**config.mk**
```make
export PLATFORM = sky130hd
export DESIGN_NAME = regfile_write_arbiter_flat
export DESIGN_NICKNAME = d
export VERILOG_FILES = /design/src/rtl/regfile_pkg.sv /design/src/rtl/regfile_write_arbiter_if.sv /design/src/rtl/regfile_write_arbiter_rr_arbiter.sv /design/src/rtl/regfile_write_arbiter.sv /design/src/flat_wrapper.sv
export SDC_FILE = /design/constraint.sdc
export NUM_CORES = 1
export LEC_CHECK = 0
export ABC_CLOCK_PERIOD_IN_PS = 5300
export BUFFER_PORTS_ARGS = -buffer_cell sky130_fd_sc_hd__buf_2
export CAP_MARGIN = 40
export CORE_ASPECT_RATIO = 1.4
export CORE_MARGIN = 10
export CORE_UTILIZATION = 45
export CTS_BUF_LIST = sky130_fd_sc_hd__clkbuf_8
export DETAILED_ROUTE_END_ITERATION = 7
export PLACE_DENSITY = 0.82
export SYNTH_ARGS = -nofsm -noshare
export SYNTH_HDL_FRONTEND = slang
export SYNTH_HIERARCHICAL = 1
export SYNTH_SLANG_ARGS = --single-unit
```
**constraint.sdc**
```tcl
create_clock -name clk -period 5.3 [get_ports clk]
set_input_delay 0.265 -clock clk [delete_from_list [all_inputs] [get_ports clk]]
set_output_delay 0.265 -clock clk [all_outputs]
set_load 0.03 [all_outputs]
```
**src/rtl/regfile_pkg.sv**
```systemverilog
// Shared register-file definitions used by the write arbiter, registerFile and decode.
//   REG_W / DATA_W  : default register index and data widths
//   ZERO_REG        : hardwired-zero register index; writes to it are dropped
//   BANK_INT/FLOAT  : bank select encoding for the 'float' write-port bit
//   rr_wrap()       : modulo helper for the rotating arbiter search
package regfile_pkg;

  localparam int unsigned REG_W   = 5;
  localparam int unsigned DATA_W  = 32;
  localparam int unsigned STALL_W = 16;

  localparam logic [4:0] ZERO_REG   = 5'd0;
  localparam logic       BANK_INT   = 1'b0;
  localparam logic       BANK_FLOAT = 1'b1;

  function automatic int unsigned rr_wrap(int unsigned a, int unsigned n);
    return a % n;
  endfunction

endpackage

```
**src/rtl/regfile_write_arbiter_if.sv**
```systemverilog
// Writeback request bus plus the shared register-file write port.
//   req_valid/req_ready : per-requester valid/ready handshake
//   req_reg/req_data    : packed per-requester index and data (requester i at [i*W +: W])
//   req_float           : per-requester bank select
//   writeReg/writeData/regWrite/float : registered write port into registerFile
// Modports: master = writeback sources / registerFile side, slave = the arbiter.
interface regfile_write_arbiter_if #(
  parameter int unsigned NUM_REQ = 3,
  parameter int unsigned REG_W   = regfile_pkg::REG_W,
  parameter int unsigned DATA_W  = regfile_pkg::DATA_W
);

  logic [NUM_REQ-1:0]        req_valid;
  logic [NUM_REQ-1:0]        req_ready;
  logic [NUM_REQ*REG_W-1:0]  req_reg;
  logic [NUM_REQ*DATA_W-1:0] req_data;
  logic [NUM_REQ-1:0]        req_float;

  logic [REG_W-1:0]          writeReg;
  logic [DATA_W-1:0]         writeData;
  logic                      regWrite;
  logic                      float;

  modport master (
    output req_valid, req_reg, req_data, req_float,
    input  req_ready, writeReg, writeData, regWrite, float
  );

  modport slave (
    input  req_valid, req_reg, req_data, req_float,
    output req_ready, writeReg, writeData, regWrite, float
  );

endinterface

```
**src/rtl/regfile_write_arbiter_rr_arbiter.sv**
```systemverilog
// Round-robin arbiter: combinational first-set search starting at a rotating pointer.
//   clk, reset : clock and synchronous active-high reset (pointer returns to 0)
//   en         : allow a grant this cycle
//   req        : candidate requests
//   gnt        : one-hot grant (zero when no grant)
//   gnt_valid  : a grant is issued this cycle
//   gnt_idx    : index of the granted requester
// The pointer moves to one past the winner, so a waiting requester sees at most
// NUM_REQ-1 other grants before its own.
module rr_arbiter
  import regfile_pkg::*;
#(
  parameter int unsigned NUM_REQ = 3,
  localparam int unsigned IdxW   = $clog2(NUM_REQ)
) (
  input  logic               clk,
  input  logic               reset,
  input  logic               en,
  input  logic [NUM_REQ-1:0] req,
  output logic [NUM_REQ-1:0] gnt,
  output logic               gnt_valid,
  output logic [IdxW-1:0]    gnt_idx
);

  logic [IdxW-1:0] ptr_q, ptr_d;

  always_comb begin
    gnt       = '0;
    gnt_valid = 1'b0;
    gnt_idx   = '0;
    for (int unsigned k = 0; k < NUM_REQ; k++) begin
      if (en && !gnt_valid && req[rr_wrap(32'(ptr_q) + k, NUM_REQ)]) begin
        gnt[rr_wrap(32'(ptr_q) + k, NUM_REQ)] = 1'b1;
        gnt_valid = 1'b1;
        gnt_idx   = IdxW'(rr_wrap(32'(ptr_q) + k, NUM_REQ));
      end
    end
  end

  always_comb begin
    ptr_d = ptr_q;
    if (gnt_valid) begin
      ptr_d = IdxW'(rr_wrap(32'(gnt_idx) + 1, NUM_REQ));
    end
  end

  always_ff @(posedge clk) begin
    if (reset) begin
      ptr_q <= '0;
    end else begin
      ptr_q <= ptr_d;
    end
  end

endmodule

```
**src/rtl/regfile_write_arbiter.sv**
```systemverilog
// Shares the single register-file write port among NUM_REQ writeback requesters.
//   clk   : system clock
//   reset : synchronous active-high reset
//   hold  : pipeline freeze, blocks every grant including zero-register sinks
//   bus   : slave side of regfile_write_arbiter_if (requests in, write port out)
//   stall_cnt : per-requester 16-bit saturating stall counters, present only when
//               REGFILE_ARB_STALL_CNT_EN is defined
// Requests to register 0 are accepted immediately and never written; the rest go
// through round-robin arbitration, and the winner is registered onto the write port.
module regfile_write_arbiter
  import regfile_pkg::*;
#(
  parameter int unsigned NUM_REQ = 3,
  parameter int unsigned REG_W   = regfile_pkg::REG_W,
  parameter int unsigned DATA_W  = regfile_pkg::DATA_W
) (
  input  logic clk,
  input  logic reset,
  input  logic hold,
  regfile_write_arbiter_if.slave bus
`ifdef REGFILE_ARB_STALL_CNT_EN
  ,
  output logic [NUM_REQ*STALL_W-1:0] stall_cnt
`endif
);

  localparam int unsigned IdxW = $clog2(NUM_REQ);

  logic [NUM_REQ-1:0] nonzero, cand, sink, gnt, req_ready;
  logic               gnt_valid, grant_en;
  logic [IdxW-1:0]    gnt_idx;

  logic [REG_W-1:0]   write_reg_q;
  logic [DATA_W-1:0]  write_data_q;
  logic               reg_write_q;
  logic               float_q;

  assign grant_en = !hold && !reset;

  always_comb begin
    nonzero = '0;
    for (int unsigned i = 0; i < NUM_REQ; i++) begin
      nonzero[i] = bus.req_reg[i*REG_W +: REG_W] != REG_W'(ZERO_REG);
    end
  end

  assign cand = bus.req_valid & nonzero;
  assign sink = bus.req_valid & ~nonzero;

  rr_arbiter #(
    .NUM_REQ (NUM_REQ)
  ) u_rr_arbiter (
    .clk       (clk),
    .reset     (reset),
    .en        (grant_en),
    .req       (cand),
    .gnt       (gnt),
    .gnt_valid (gnt_valid),
    .gnt_idx   (gnt_idx)
  );

  // gnt is already gated by grant_en; the sinks need the same gating here.
  assign req_ready     = grant_en ? (sink | gnt) : '0;
  assign bus.req_ready = req_ready;

  always_ff @(posedge clk) begin
    if (reset) begin
      write_reg_q  <= '0;
      write_data_q <= '0;
      reg_write_q  <= 1'b0;
      float_q      <= BANK_INT;
    end else if (gnt_valid) begin
      write_reg_q  <= bus.req_reg[gnt_idx*REG_W +: REG_W];
      write_data_q <= bus.req_data[gnt_idx*DATA_W +: DATA_W];
      reg_write_q  <= 1'b1;
      float_q      <= bus.req_float[gnt_idx];
    end else begin
      // Index, data and bank keep their last values; only the enable drops.
      reg_write_q  <= 1'b0;
    end
  end

  assign bus.writeReg  = write_reg_q;
  assign bus.writeData = write_data_q;
  assign bus.regWrite  = reg_write_q;
  assign bus.float     = float_q;

`ifdef REGFILE_ARB_STALL_CNT_EN
  logic [NUM_REQ-1:0][STALL_W-1:0] stall_q;

  always_ff @(posedge clk) begin
    if (reset) begin
      stall_q <= '0;
    end else begin
      for (int unsigned i = 0; i < NUM_REQ; i++) begin
        if (cand[i] && !req_ready[i] && stall_q[i] != '1) begin
          stall_q[i] <= stall_q[i] + 1'b1;
        end
      end
    end
  end

  assign stall_cnt = stall_q;
`endif

endmodule

```
**src/flat_wrapper.sv**
```systemverilog
// flat-port wrapper written by rule: the top's interface ports become plain ports
module regfile_write_arbiter_flat import regfile_pkg::*;
#(
  parameter int unsigned NUM_REQ = 3,
  parameter int unsigned REG_W   = regfile_pkg::REG_W,
  parameter int unsigned DATA_W  = regfile_pkg::DATA_W
)
  (clk, reset, hold, bus_req_valid, bus_req_reg, bus_req_data, bus_req_float, bus_req_ready, bus_writeReg, bus_writeData, bus_regWrite, bus_float);
  regfile_write_arbiter_if #(.NUM_REQ(NUM_REQ), .REG_W(REG_W), .DATA_W(DATA_W)) bus_i ();
  input  logic clk;
  input  logic reset;
  input  logic hold;
  input wire logic [$bits(bus_i.req_valid)-1:0] bus_req_valid;
  input wire logic [$bits(bus_i.req_reg)-1:0] bus_req_reg;
  input wire logic [$bits(bus_i.req_data)-1:0] bus_req_data;
  input wire logic [$bits(bus_i.req_float)-1:0] bus_req_float;
  output wire logic [$bits(bus_i.req_ready)-1:0] bus_req_ready;
  output wire logic [$bits(bus_i.writeReg)-1:0] bus_writeReg;
  output wire logic [$bits(bus_i.writeData)-1:0] bus_writeData;
  output wire logic [$bits(bus_i.regWrite)-1:0] bus_regWrite;
  output wire logic [$bits(bus_i.float)-1:0] bus_float;
  assign bus_i.req_valid = bus_req_valid;
  assign bus_i.req_reg = bus_req_reg;
  assign bus_i.req_data = bus_req_data;
  assign bus_i.req_float = bus_req_float;
  assign bus_req_ready = bus_i.req_ready;
  assign bus_writeReg = bus_i.writeReg;
  assign bus_writeData = bus_i.writeData;
  assign bus_regWrite = bus_i.regWrite;
  assign bus_float = bus_i.float;
  regfile_write_arbiter #(.NUM_REQ(NUM_REQ), .REG_W(REG_W), .DATA_W(DATA_W)) u_core (.clk(clk), .reset(reset), .hold(hold), .bus(bus_i));
endmodule
```
Yosys cells after proc, flatten, opt, wreduce, memory -nomap -nowiden
Index checks and enable logic that the tools add are counted.

Register bits after elaboration: 41. Bits of input ports: 120. Word-level logic and storage cells: 69.

$add $sub $neg: 3. Multipliers: 1. Div/mod/pow operators: 4. Magnitude comparators: 7. Shifts and indexed selects: 2. Mux-type cells: 25. Bitwise gates (word level): 6. Reduce and logical (&&, ||, !) cells: 16.

Operators by type and width (number): greater-or-equal comparator 32 x 1 -> 1 bit (second input constant) (3); < comparator 32 x 3 -> 1 bit (second input constant) (3); modulo 32 x 2 -> 32 bit (second input constant) (3); variable part select 96 x 8 -> 32 bit (1); modulo 2 x 2 -> 32 bit (second input constant) (1); nonzero test 5 bit (3); variable part select 15 x 6 -> 5 bit (1); 2-to-1 mux 3 bit (4); 2-to-1 mux 1 bit (11); logical AND 1 bit (9); bitwise OR 3 bit (3); binary-select mux 1 bit (select 2 bit) (4); adder 2 x 1 -> 3 bit (second input constant) (2); AND 3 bit (2); demux 1 bit (select 2 bit) (3); 2-to-1 mux 2 bit (3); multiplier 2 x 3 -> 5 bit (second input constant) (1); logical NOT 1 bit (4); adder 2 x 2 -> 3 bit (second input constant) (1); < comparator 2 x 3 -> 1 bit (second input constant) (1); inverter 3 bit (1).

Logic depth before layout (Yosys ltp)
Gate-level depths: netlist of the first run.

Word-level depth: 16. Depth in mapped cells: 13. Depth with buffers taken out: 11.

Cells and area by module
The synthesis of the first run kept the hierarchy.

Modules (own cells, without submodules): regfile_write_arbiter (instances 1, cells each 268, area an instance 2356.0 µm², seq. area each 780.7 µm²); rr_arbiter (instances 1, cells each 66, area an instance 495.5 µm², seq. area each 40.0 µm²).

Least setup slack after synthesis of the first run
Ideal clock, no wire load.

Kind: input to register. Start: input port reset. End: register u_core.write_data_q[10], in the netlist u_core/bus.writeData[10]. Setup time: 89 ps. Arrival: 2460 ps. Data required time: 5211 ps. Slack: 2751 ps. Stages: 12. Path buffers: 5. Cells stage by stage: clkbuf_1 > clkbuf_1 > nor2_1 > clkbuf_1 > nand2_1 > or3_2 > o21ai_0 > and2b_2 > buf_4 > buf_2 > nand2_1 > a311oi_2.

Longest elaborated chain between the ends: 13.

Ends and longest elaborated chain: from (decl) (line flat_wrapper.sv:11) `input logic reset;`; logical NOT 1 bit * (line regfile_write_arbiter.sv:38) `assign grant_en = !hold && !reset;`; logical AND 1 bit * (line regfile_write_arbiter.sv:38); net u_core.grant_en (line regfile_write_arbiter.sv:30) `logic gnt_valid, grant_en;`; logical AND 1 bit (line regfile_write_arbiter_rr_arbiter.sv:32) `if (en && !gnt_valid && req[rr_wrap(32'(ptr_q) + k, NUM_REQ)]) begin`; 2-to-1 mux 1 bit (line regfile_write_arbiter_rr_arbiter.sv:32); logical NOT 1 bit (line regfile_write_arbiter_rr_arbiter.sv:32); logical AND 1 bit (2 in a row) (line regfile_write_arbiter_rr_arbiter.sv:32); 2-to-1 mux 1 bit (line regfile_write_arbiter_rr_arbiter.sv:32); logical NOT 1 bit (line regfile_write_arbiter_rr_arbiter.sv:32); logical AND 1 bit (2 in a row) (line regfile_write_arbiter_rr_arbiter.sv:32); 2-to-1 mux 2 bit * (line regfile_write_arbiter_rr_arbiter.sv:32); net u_core.gnt_idx[0] (line regfile_write_arbiter.sv:31) `logic [IdxW-1:0] gnt_idx;`; variable part select 96 x 8 -> 32 bit * (line regfile_write_arbiter.sv:74) `write_data_q <= bus.req_data[gnt_idx*DATA_W +: DATA_W];`; to (signal assigned) (line regfile_write_arbiter.sv:74); to (decl) (line regfile_write_arbiter.sv:34) `logic [DATA_W-1:0] write_data_q;`.

The timed path passes the listed nets; every way through them passes the cells marked *. A chain may end at the register's enable or synchronous reset.

Worst setup path in the final report of the first run
Start: register u_core.u_rr_arbiter.ptr_q[1]. End: register u_core.write_data_q[5], in the netlist u_core/bus.writeData[5].

Longest elaborated chain between the ends: 14.

Ends and longest elaborated chain: from (decl) (line regfile_write_arbiter_rr_arbiter.sv:25) `logic [IdxW-1:0] ptr_q, ptr_d;`; from (signal assigned) (line regfile_write_arbiter_rr_arbiter.sv:51) `ptr_q <= ptr_d;`; branches (longest 12 deep; another with modulo 32 x 2 -> 32 bit); 2-to-1 mux 2 bit * (line regfile_write_arbiter_rr_arbiter.sv:32); net u_core.gnt_idx[1] (line regfile_write_arbiter.sv:31); variable part select 96 x 8 -> 32 bit * (line regfile_write_arbiter.sv:74).

Mark *: on every way through the listed nets, which the timed path passes. The select of a mux whose other input is x is not followed.

==> summary.txt, run 1 <==
fill cell count: 603
Global Route Usage Sum: 17.14%
vias per inst: 5.315
Req. time, crit path: 5490 ps
P_leak: 1.560 nW
core box area: 6168 um2
RSZ-0062 raised after global routing: false
largest cells by area after synthesis: dfxtp_1 29%, mux2i_1 15%, a311oi_2 7.9%
sequential cell area: 820.8 um2
First-pass DRT Iterations: 4
CP top delay family: buffers and inverters
Comb power frac: 37.4%
CTS sink count: 41
Synth Instances: 334
synthesis warning total: 6
CTS root buf: clkbuf_8
worst hold path type: in -> reg
Routed Antenna Nets: 0
cell count of the worst reg-to-reg path: 11
R2R setup slack: 2060 ps
Setup WS post-layout: 2060 ps
Die H: 114.2 um
CTS tree: done
I/O Buffers: 161
buffers and inverters on the worst path: 3
HPWL Detailed: 7303 um
Initial Util: 46.23%
H-tree depth: 2
Synth-to-Final Area Change: 30.23%
Worst Path Max Fanout: 38
Int Pwr: 0.6149 mW
sw power: 0.3312 mW
pwr/cell area: 254.8 nW/um2
Synth area leader: dfxtp_1
fin. max-slew vios: 0
worst skew pair latency: 280 ps
VDD IR max: 0.0001466 V
TNS Setup: 0 ps
switch share: 35.01%
crit-path cells: inv_1 -> ha_1 -> mux2i_1 -> o21ai_2 -> nor3b_1 -> o211ai_1 -> inv_2 -> buf_4 -> mux2i_1 -> or2_2 -> a311oi_1
Mapped Nets: 459
routed wire length: 9274 um
hold depth: 3
first-pass GRT wire length: 14320 um
CTS Hold Bufs: 0
Clk pwr share: 25.0%
final hold violation count: 0
Synth cell types: 44
r2r startpoint: u_core/u_rr_arbiter/ptr_q[1]
Longest Clk Path Bufs: 2
maximum clock rate: 0.3086 GHz
drt drc: 0
total CTS buffers: 5
row count: 34
Critical-path top delay cell: buf_4
via count: 2918
number of DRC markers in iteration 0: 135
status: finished, final reports clean
total of max-cap violations: 0
Worst Skew: 6.110 ps
postcts setup bufs: 0
Final #Nets: 601
Die ar.: 9966 um2
CTS clk-pin slew, worst paths: 80 ps
Slew @ Worst Pin: 820.9 ps
Seq pwr share: 37.6%
crit path DAT: 3430 ps
Ports: 162
Max stage delay on crit path: 530 ps
grt total ovfl: 0
Hold Path End: u_core/bus.writeData[21]
Multi-input gate area: 1826 um2
sequential fraction of the synthesis area: 28.78%
DP Worst Slack: 1936 ps
Mean Syn Cell Area: 8.537 um2
initial antenna violation count: 2
vias in the first global route: 3042
r2r endpoint: u_core/bus.writeData[5]
layout cells sized above 1: 41.81%
Final Cycle Share: 61.13%
cell area after synthesis: 2851 um2
Most used DFF post-synth: dfxtp_1
routability cong.: 0.9028
HP Start: bus_req_data[53]
headroom to the max-slew limit: 44.78%
Yosys top cell area share: 28.78%
startpoint types: register
crit path kind: reg -> reg
CP most frequent cell: mux2i_1
post-CTS sizing: 0
min Tclk post-route: 3240 ps
largest net degree at the start of global routing: 51
crit path capture type: register
Horiz. Die Dim: 87.28 um
post-synthesis async set-or-reset flop share: 0%
number of flops mapped to enable cells by yosys: 0
Seq cells post-synth: 41
Setup Viol. Count Final: 0
WL/cell: 16.89 um
==> cell usage in the layout (no fill, tap or decap), types with 4 or more instances in the layout <==
master,count
a211oi_1,5
nor2_1,48
a2bb2oi_1,5
ha_1,5
clkbuf_8,5
nor3_1,8
inv_1,5
or2_0,29
nand2_1,40
buf_2,161
dfxtp_1,41
a31oi_1,4
a311oi_2,15
mux2i_1,43
a311oi_1,18
==> cell type report <==
cell class,count,share of cell area [%]
repair buffers,165,22.84
diodes,1,0.06739
flip-flops and latches,41,22.10
inverters,6,0.6065
clock inverters,2,0.9434
multi-input cells,257,49.16
clock buffers,5,1.853
well taps,72,2.426
==> worst max-delay path by stage <==
stage,startpoint,endpoint,cells past startpoint
after floorplan,reset,u_core/bus.writeData[10],12
after global placement,bus_req_reg[14],u_core/bus.writeData[20],11
after detailed placement,bus_req_reg[13],u_core/bus.writeData[14],11
after CTS,u_core/u_rr_arbiter/ptr_q[1],u_core/bus.writeData[5],11
after global routing,u_core/u_rr_arbiter/ptr_q[1],u_core/bus.writeData[5],11
final,u_core/u_rr_arbiter/ptr_q[1],u_core/bus.writeData[5],11
==> cells by family (layout without fill, tap and decap cells) <==
family / after synthesis / count (layout) / synth area share [%]
AOI/OAI and AO/OA: 66 / 66 / 22.42
DFF: 41 / 41 / 28.78
adders and majority gates: 5 / 5 / 2.194
and+or+nand+nor: 142 / 142 / 23.39
buffers and inverters: 36 / 178 / 7.591
muxes: 44 / 44 / 15.62
other: 0 / 1 / 0
==> state kept, by name (all words and copies together) (netlist names) <==
signal / flops
u_core/bus.writeData: 32
u_core/bus.writeReg: 5
u_core/u_rr_arbiter/ptr_q: 2
u_core/bus.float: 1
u_core/bus.regWrite: 1
==> cells in the mapped netlist (2+ instances only) <==
master	n
a211oi_1	5
a21boi_0	3
a2bb2oi_1	5
a311oi_1	18
a311oi_2	15
a31oi_1	4
buf_12	2
buf_2	6
buf_6	5
clkbuf_1	16
dfxtp_1	41
ha_1	5
inv_1	6
mux2i_1	43
nand2_1	40
nand2b_1	2
nand3_1	2
nor2_1	49
nor3_1	8
o211ai_1	2
o21ai_0	3
o311ai_1	2
or2_0	29
or2_1	2
or2_2	2
==> power groups by stage <==
stage | Combinational (mW) | Clock (mW) | Sequential (mW)
CTS | 0.355 | 0.246 | 0.356
global placement | 0.343 | 0 | 0.362
global route | 0.384 | 0.259 | 0.360
finish | 0.354 | 0.236 | 0.356
detailed placement | 0.354 | 0 | 0.363
floorplan | 0.191 | 0 | 0.421
==> metal layers <==
metal / GRT usage (%) / vias up / wire, um
li1: - / 1482 / -
met5: 0 / - / 10
met4: 5.117 / 2 / 119
met1: 18.56 / 1328 / 3565
met2: 30.79 / 96 / 4920
met3: 5.057 / 10 / 659
==> per-stage QoR <==
stage                     total power [mW]  instances  utilization (%)  cell area (um2)  hold slack [ps]
after global routing                 1.003        548            60.16             3711            232.1
after floorplan                     0.6119        334                -             2851            380.9
after CTS                           0.9572        548            60.16             3711            225.4
after global placement              0.7044        540            58.15             3587            466.3
after detailed placement            0.7171        541            58.48             3607            478.2
final                               0.9461        549            60.20             3714            239.0
==> worst min-delay path, delay by kind of cell <==
| family | cells | cell delay (ps) |
|---|---|---|
| simple gates | 1 | 40 |
| compound gates | 1 | 70 |
| buf+inv | 1 | 90 |
Power figures use the tool's default switching activity.
==> run 2: changes to the inputs <==
- ABC_AREA: not set -> 1
- ABC_CLOCK_PERIOD_IN_PS: 5300 -> 2800
- CORE_UTILIZATION: 45 -> 42
- PLACE_DENSITY: 0.82 -> 0.79
- clock period: 5.3 -> 2.8 ns (I/O delays scaled with it)
==> run 2 against run 1 <==
Effect of this change:
- synthesized area is 3.3% higher
- register-to-register slack worse by 1800 ps
- highest routed layer is now met4
- design area increased by 5.0%
- via count rose by 20%
- critical endpoint is now u_core/u_rr_arbiter/ptr_q[0]
==> summary.txt, run 2 <==
status: finished, final reports clean
Multi-input gate area: 1556 um2
pwr/cell area: 895.4 nW/um2
Synth-to-Final Area Change: 32.37%
CTS tree: done
post-CTS sizing: 0
CTS sink count: 41
CTS clk-pin slew, worst paths: 80 ps
Max stage delay on crit path: 400 ps
Synth Instances: 475
ANT cells: 0
most frequent cells in the layout: 161 x buf_2, 98 x nand2_1, 95 x inv_1
First-pass DRT Iterations: 4
Ports: 162
synthesis warning total: 6
initial antenna violation count: 0
Synth area leader: dfxtp_1
Setup WS post-layout: 255.6 ps
sequential cell area: 820.8 um2
Synth cell types: 22
routed wire length: 9912 um
largest cells by area after synthesis: dfxtp_1 28%, nand2_1 12%, inv_1 12%
number of DRC markers in iteration 0: 141
HPWL Detailed: 7959 um
max reg flops: 32
CTS Hold Bufs: 0
r2r startpoint: u_core/u_rr_arbiter/ptr_q[0]
crit path kind: reg -> reg
dpl cell area: 3816 um2
fin. max-slew vios: 0
VDD IR max: 0.0005159 V
Yosys top cell area share: 27.87%
row count: 36
CP most frequent cell: nand2_1
Setup Viol. Count Final: 0
buffers and inverters on the worst path: 3
core box area: 6892 um2
fill cell count: 675
drt drc: 0
WL/cell: 13.79 um
vias in the first global route: 3419
worst skew pair latency: 290 ps
routability cong.: 0.8172
Global Route Usage Sum: 17.08%
Synth top cells by count: 98 x nand2_1, 94 x inv_1, 52 x nand3_1, 41 x a21oi_1, 41 x dfxtp_1
first-pass GRT wire length: 15680 um
Slew @ Worst Pin: 567.0 ps
Req. time, crit path: 2990 ps
DP Worst Slack: 325.0 ps
Critical-path top delay cell: ha_1
Final Cycle Share: 90.87%
RSZ-0062 raised after global routing: false
Horiz. Die Dim: 90.78 um
Routed Antenna Nets: 0
cell area after synthesis: 2945 um2
crit-path cells: inv_1 -> ha_1 -> o21ai_1 -> nand2_1 -> nor2_2 -> nand3_1 -> nand3_2 -> buf_4 -> ha_1 -> inv_1 -> nand2_1 -> nand2_1 -> nor2_1
Finished Cell Area: 3899 um2
Initial Util: 42.74%
number of flops mapped to enable cells by yosys: 0
sequential fraction of the synthesis area: 27.87%
origin of the worst setup path: u_core/u_rr_arbiter/ptr_q[0]
HP Start: reset
final hold violation count: 0
postcts setup bufs: 0
TNS Setup: 0 ps
grt total ovfl: 0
count leader, synth: nand2_1
P_leak: 2.229 nW
Worst Skew: 9.591 ps
CP top delay family: simple AND/OR/NAND/NOR gates
Final #Nets: 748
headroom to the max-slew limit: 62.16%
startpoint types: register
Most used DFF post-synth: dfxtp_1
Post-Layout Cell Count: 719
Mean Syn Cell Area: 6.201 um2
worst hold path type: in -> reg
largest net degree at the start of global routing: 37
post-synthesis async set-or-reset flop share: 0%
crit path DAT: 2740 ps
Die H: 119.1 um
overall power: 3.491 mW
Mapped Nets: 600
total of max-cap violations: 0
Die ar.: 10810 um2
crit path capture type: register
min Tclk post-route: 2544 ps
Longest Clk Path Bufs: 2
CTS root buf: clkbuf_8
via count: 3515
vias per inst: 4.889
Post-Place Cells: 711
H-tree depth: 2
Seq cells post-synth: 41
layout cells sized above 1: 31.57%
Worst Path Max Fanout: 21
I/O Buffers: 161
most common cell after layout, fill and taps aside: buf_2
maximum clock rate: 0.3930 GHz
total CTS buffers: 5
==> run 2: cell type report <==
| class | instances | share of cell area, % |
|---|---|---|
| well taps | 95 | 3.049 |
| multi-input cells | 301 | 39.92 |
| clock buffers | 5 | 1.765 |
| repair buffers | 173 | 24.13 |
| flip-flops and latches | 41 | 21.05 |
| clock inverters | 3 | 0.3530 |
| inverters | 101 | 9.724 |
==> run 2: per-layer routing <==
| metal | track usage, % | up-vias | part of all wire [%] |
|---|---|---|---|
| met5 | 0 | - | 0 |
| met4 | 3.536 | 0 | 0.81 |
| met3 | 4.903 | 9 | 6.5 |
| met2 | 33.09 | 121 | 53 |
| li1 | - | 1822 | - |
| met1 | 17.60 | 1563 | 40 |
==> run 2: logic make-up (layout without fill, tap and decap cells) <==
logic type	after synthesis	count (layout)	synth area share (%)
adders and majority gates	5	5	2.124
buffers and inverters	133	282	19.46
DFF	41	41	27.87
AOI/OAI and AO/OA	118	118	23.19
and+or+nand+nor	178	178	27.36
==> run 2: power breakdown <==
group          internal [mW]  switching [mW]
clock                  0.169           0.203
combinational          0.731            1.48
sequential             0.807          0.0989
total                   1.71            1.78
==> run 2: metrics by stage <==
step / hold WS (ps) / utilization [%]
2_1_floorplan: 212.3 / -
3_3_place_gp: 346.6 / 54.97
3_5_place_dp: 356.6 / 55.37
4_1_cts: 34.52 / 56.57
5_1_grt: 39.01 / 56.57
6_report: 45.08 / 56.57
==> run 2: path summary, 6_finish.rpt <==
kind / endpoint / slack [ps] / cells past startpoint
setup / recovery: u_core/u_rr_arbiter/ptr_q[0] / 260 / 13
hold / removal: u_core/bus.regWrite / 50 / 2
setup reg to reg: u_core/u_rr_arbiter/ptr_q[0] / 260 / 13
hold reg to reg: u_core/bus.writeData[20] / 520 / 2
==> run 3: changes to the inputs <==
- ABC_AREA: 1 -> not set
- CORE_UTILIZATION: 42 -> 41
- PLACE_DENSITY: 0.79 -> 0.78
==> run 3 against run 2 <==
Effect of this change:
- core utilization up 1.1 points
- global-route usage grew 0.32 points
- first-iteration DRC count increased by 3.5%
- total power fell by 50%
- fmax decreased by 0.61%
- clock power fell by 5%
- critical endpoint is now bus_req_ready[0]
- design area decreased by 1.6%
==> summary.txt, run 3 (synthesized netlist as in run 1, its figures left out) <==
total CTS buffers: 5
RSZ-0062 raised after global routing: false
core box area: 6656 um2
CTS root buf: clkbuf_8
Routed Antenna Nets: 0
CTS sink count: 41
Clk pwr share: 20.4%
total of max-cap violations: 0
post-CTS sizing: 0
headroom to the max-slew limit: 59.22%
Comb power frac: 40.9%
Seq pwr share: 38.7%
grt total ovfl: 0
Final Cycle Share: 91.42%
Setup Viol. Count Final: 0
most frequent cells in the layout: 160 x buf_2, 48 x nor2_1, 43 x mux2i_1
Final #Nets: 612
ANT cells: 0
initial antenna violation count: 0
Max stage delay on crit path: 400 ps
Worst Skew: 2.991 ps
min Tclk post-route: 2560 ps
Slew @ Worst Pin: 611.8 ps
Int Pwr: 1.099 mW
crit-path cells: inv_2 -> ha_4 -> buf_4 -> nor4bb_2 -> a31oi_1 -> o21bai_1 -> a221oi_1 -> nor2_1 -> a31oi_1 -> nor3_1 -> buf_4
postcts setup bufs: 0
dpl cell area: 3740 um2
H-tree depth: 2
First-pass DRT Iterations: 5
Req. time, crit path: 2660 ps
cell count of the worst reg-to-reg path: 11
first-pass GRT wire length: 15750 um
crit path DAT: 2420 ps
worst skew pair latency: 280 ps
Longest Clk Path Bufs: 2
Hold Slack: 112.7 ps
HPWL Detailed: 7948 um
layout cells sized above 1: 43.83%
vias in the first global route: 3270
via count: 3011
crit path capture type: output port
most common cell after layout, fill and taps aside: buf_2
Die ar.: 10740 um2
CTS tree: done
fin. max-slew vios: 0
Worst Path Max Fanout: 8
P_leak: 1.605 nW
overall power: 1.743 mW
Synth-to-Final Area Change: 34.58%
startpoint types: register
final hold violation count: 0
status: finished, final reports clean
r2r endpoint: u_core/bus.writeData[26]
drt drc: 0
R2R setup slack: 240 ps
crit path kind: reg -> out
post-layout util: 57.65%
I/O Buffers: 161
Worst setup endpoint: bus_req_ready[0]
Finished Cell Area: 3837 um2
Die H: 118.7 um
Horiz. Die Dim: 90.48 um
routability cong.: 0.8926
Ports: 162
CTS Hold Bufs: 0
worst hold path type: in -> reg
TNS Setup: 0 ps
row count: 35
sw power: 0.6432 mW
number of DRC markers in iteration 0: 146
origin of the worst setup path: u_core/u_rr_arbiter/ptr_q[0]
vias per inst: 5.209
r2r startpoint: u_core/u_rr_arbiter/ptr_q[1]
max reg flops: 32
WL/cell: 17.11 um
switch share: 36.91%
VDD IR max: 0.0002018 V
routed wire length: 9889 um
pwr/cell area: 454.1 nW/um2
maximum clock rate: 0.3906 GHz
Global Route Usage Sum: 17.39%
Initial Util: 42.84%
CTS clk-pin slew, worst paths: 70 ps
Critical-path top delay cell: dfxtp_1
largest net degree at the start of global routing: 49
==> run 3: metal layers <==
metal  GRT usage, %  vias to the layer above  part of all wire [%]
met3          2.977                       12                   4.3
met2          34.22                      108                    54
met1          17.74                     1388                    40
met4          5.589                        0                   1.7
met5              0                        -                     0
li1               -                     1503                     -
==> run 3: power by group through the flow <==
| stage | clock network [mW] | registers, mW | logic, mW |
|---|---|---|---|
| after floorplan | 0 | 0.796 | 0.362 |
| after global placement | 0 | 0.684 | 0.691 |
| after detailed placement | 0 | 0.686 | 0.706 |
| after CTS | 0.369 | 0.673 | 0.708 |
| after global routing | 0.395 | 0.681 | 0.775 |
| final | 0.355 | 0.674 | 0.713 |
==> run 3: final cells by class <==
cell class / count / area (um2)
flip-flops and latches: 41 / 820.8
multi-input cells: 257 / 1847
fillers: 647 / 2819
well taps: 92 / 115.1
clock inverters: 1 / 5.005
repair buffers: 176 / 958.4
clock buffers: 5 / 68.82
inverters: 6 / 22.52
==> run 3: how the worst min path moves through the flow <==
stage | start | endpoint | cells past startpoint
after global placement | bus_req_data[62] | u_core/bus.writeData[30] | 3
after CTS | bus_req_data[60] | u_core/bus.writeData[28] | 3
after detailed placement | bus_req_data[60] | u_core/bus.writeData[28] | 3
after floorplan | reset | u_core/u_rr_arbiter/ptr_q[0] | 1
after global routing | bus_req_data[60] | u_core/bus.writeData[28] | 3
final | bus_req_data[60] | u_core/bus.writeData[28] | 3
==> run 3: stage by stage <==
step / worst slack (ps) / std cells
after CTS: 85.21 / 578
after floorplan: 349.7 / 334
after detailed placement: 204.4 / 572
final: 240.1 / 578
after global routing: 47.38 / 578
after global placement: 322.6 / 572
==> run 3: critical path, delay by kind of cell (launching register included) <==
family	cells	cell delay, ps
AND/OR/NAND/NOR	3	590
buffers and inverters	3	450
AO/OA/AOI/OAI	4	430
flip-flops	1	400
adder cells (fa/ha/maj)	1	260
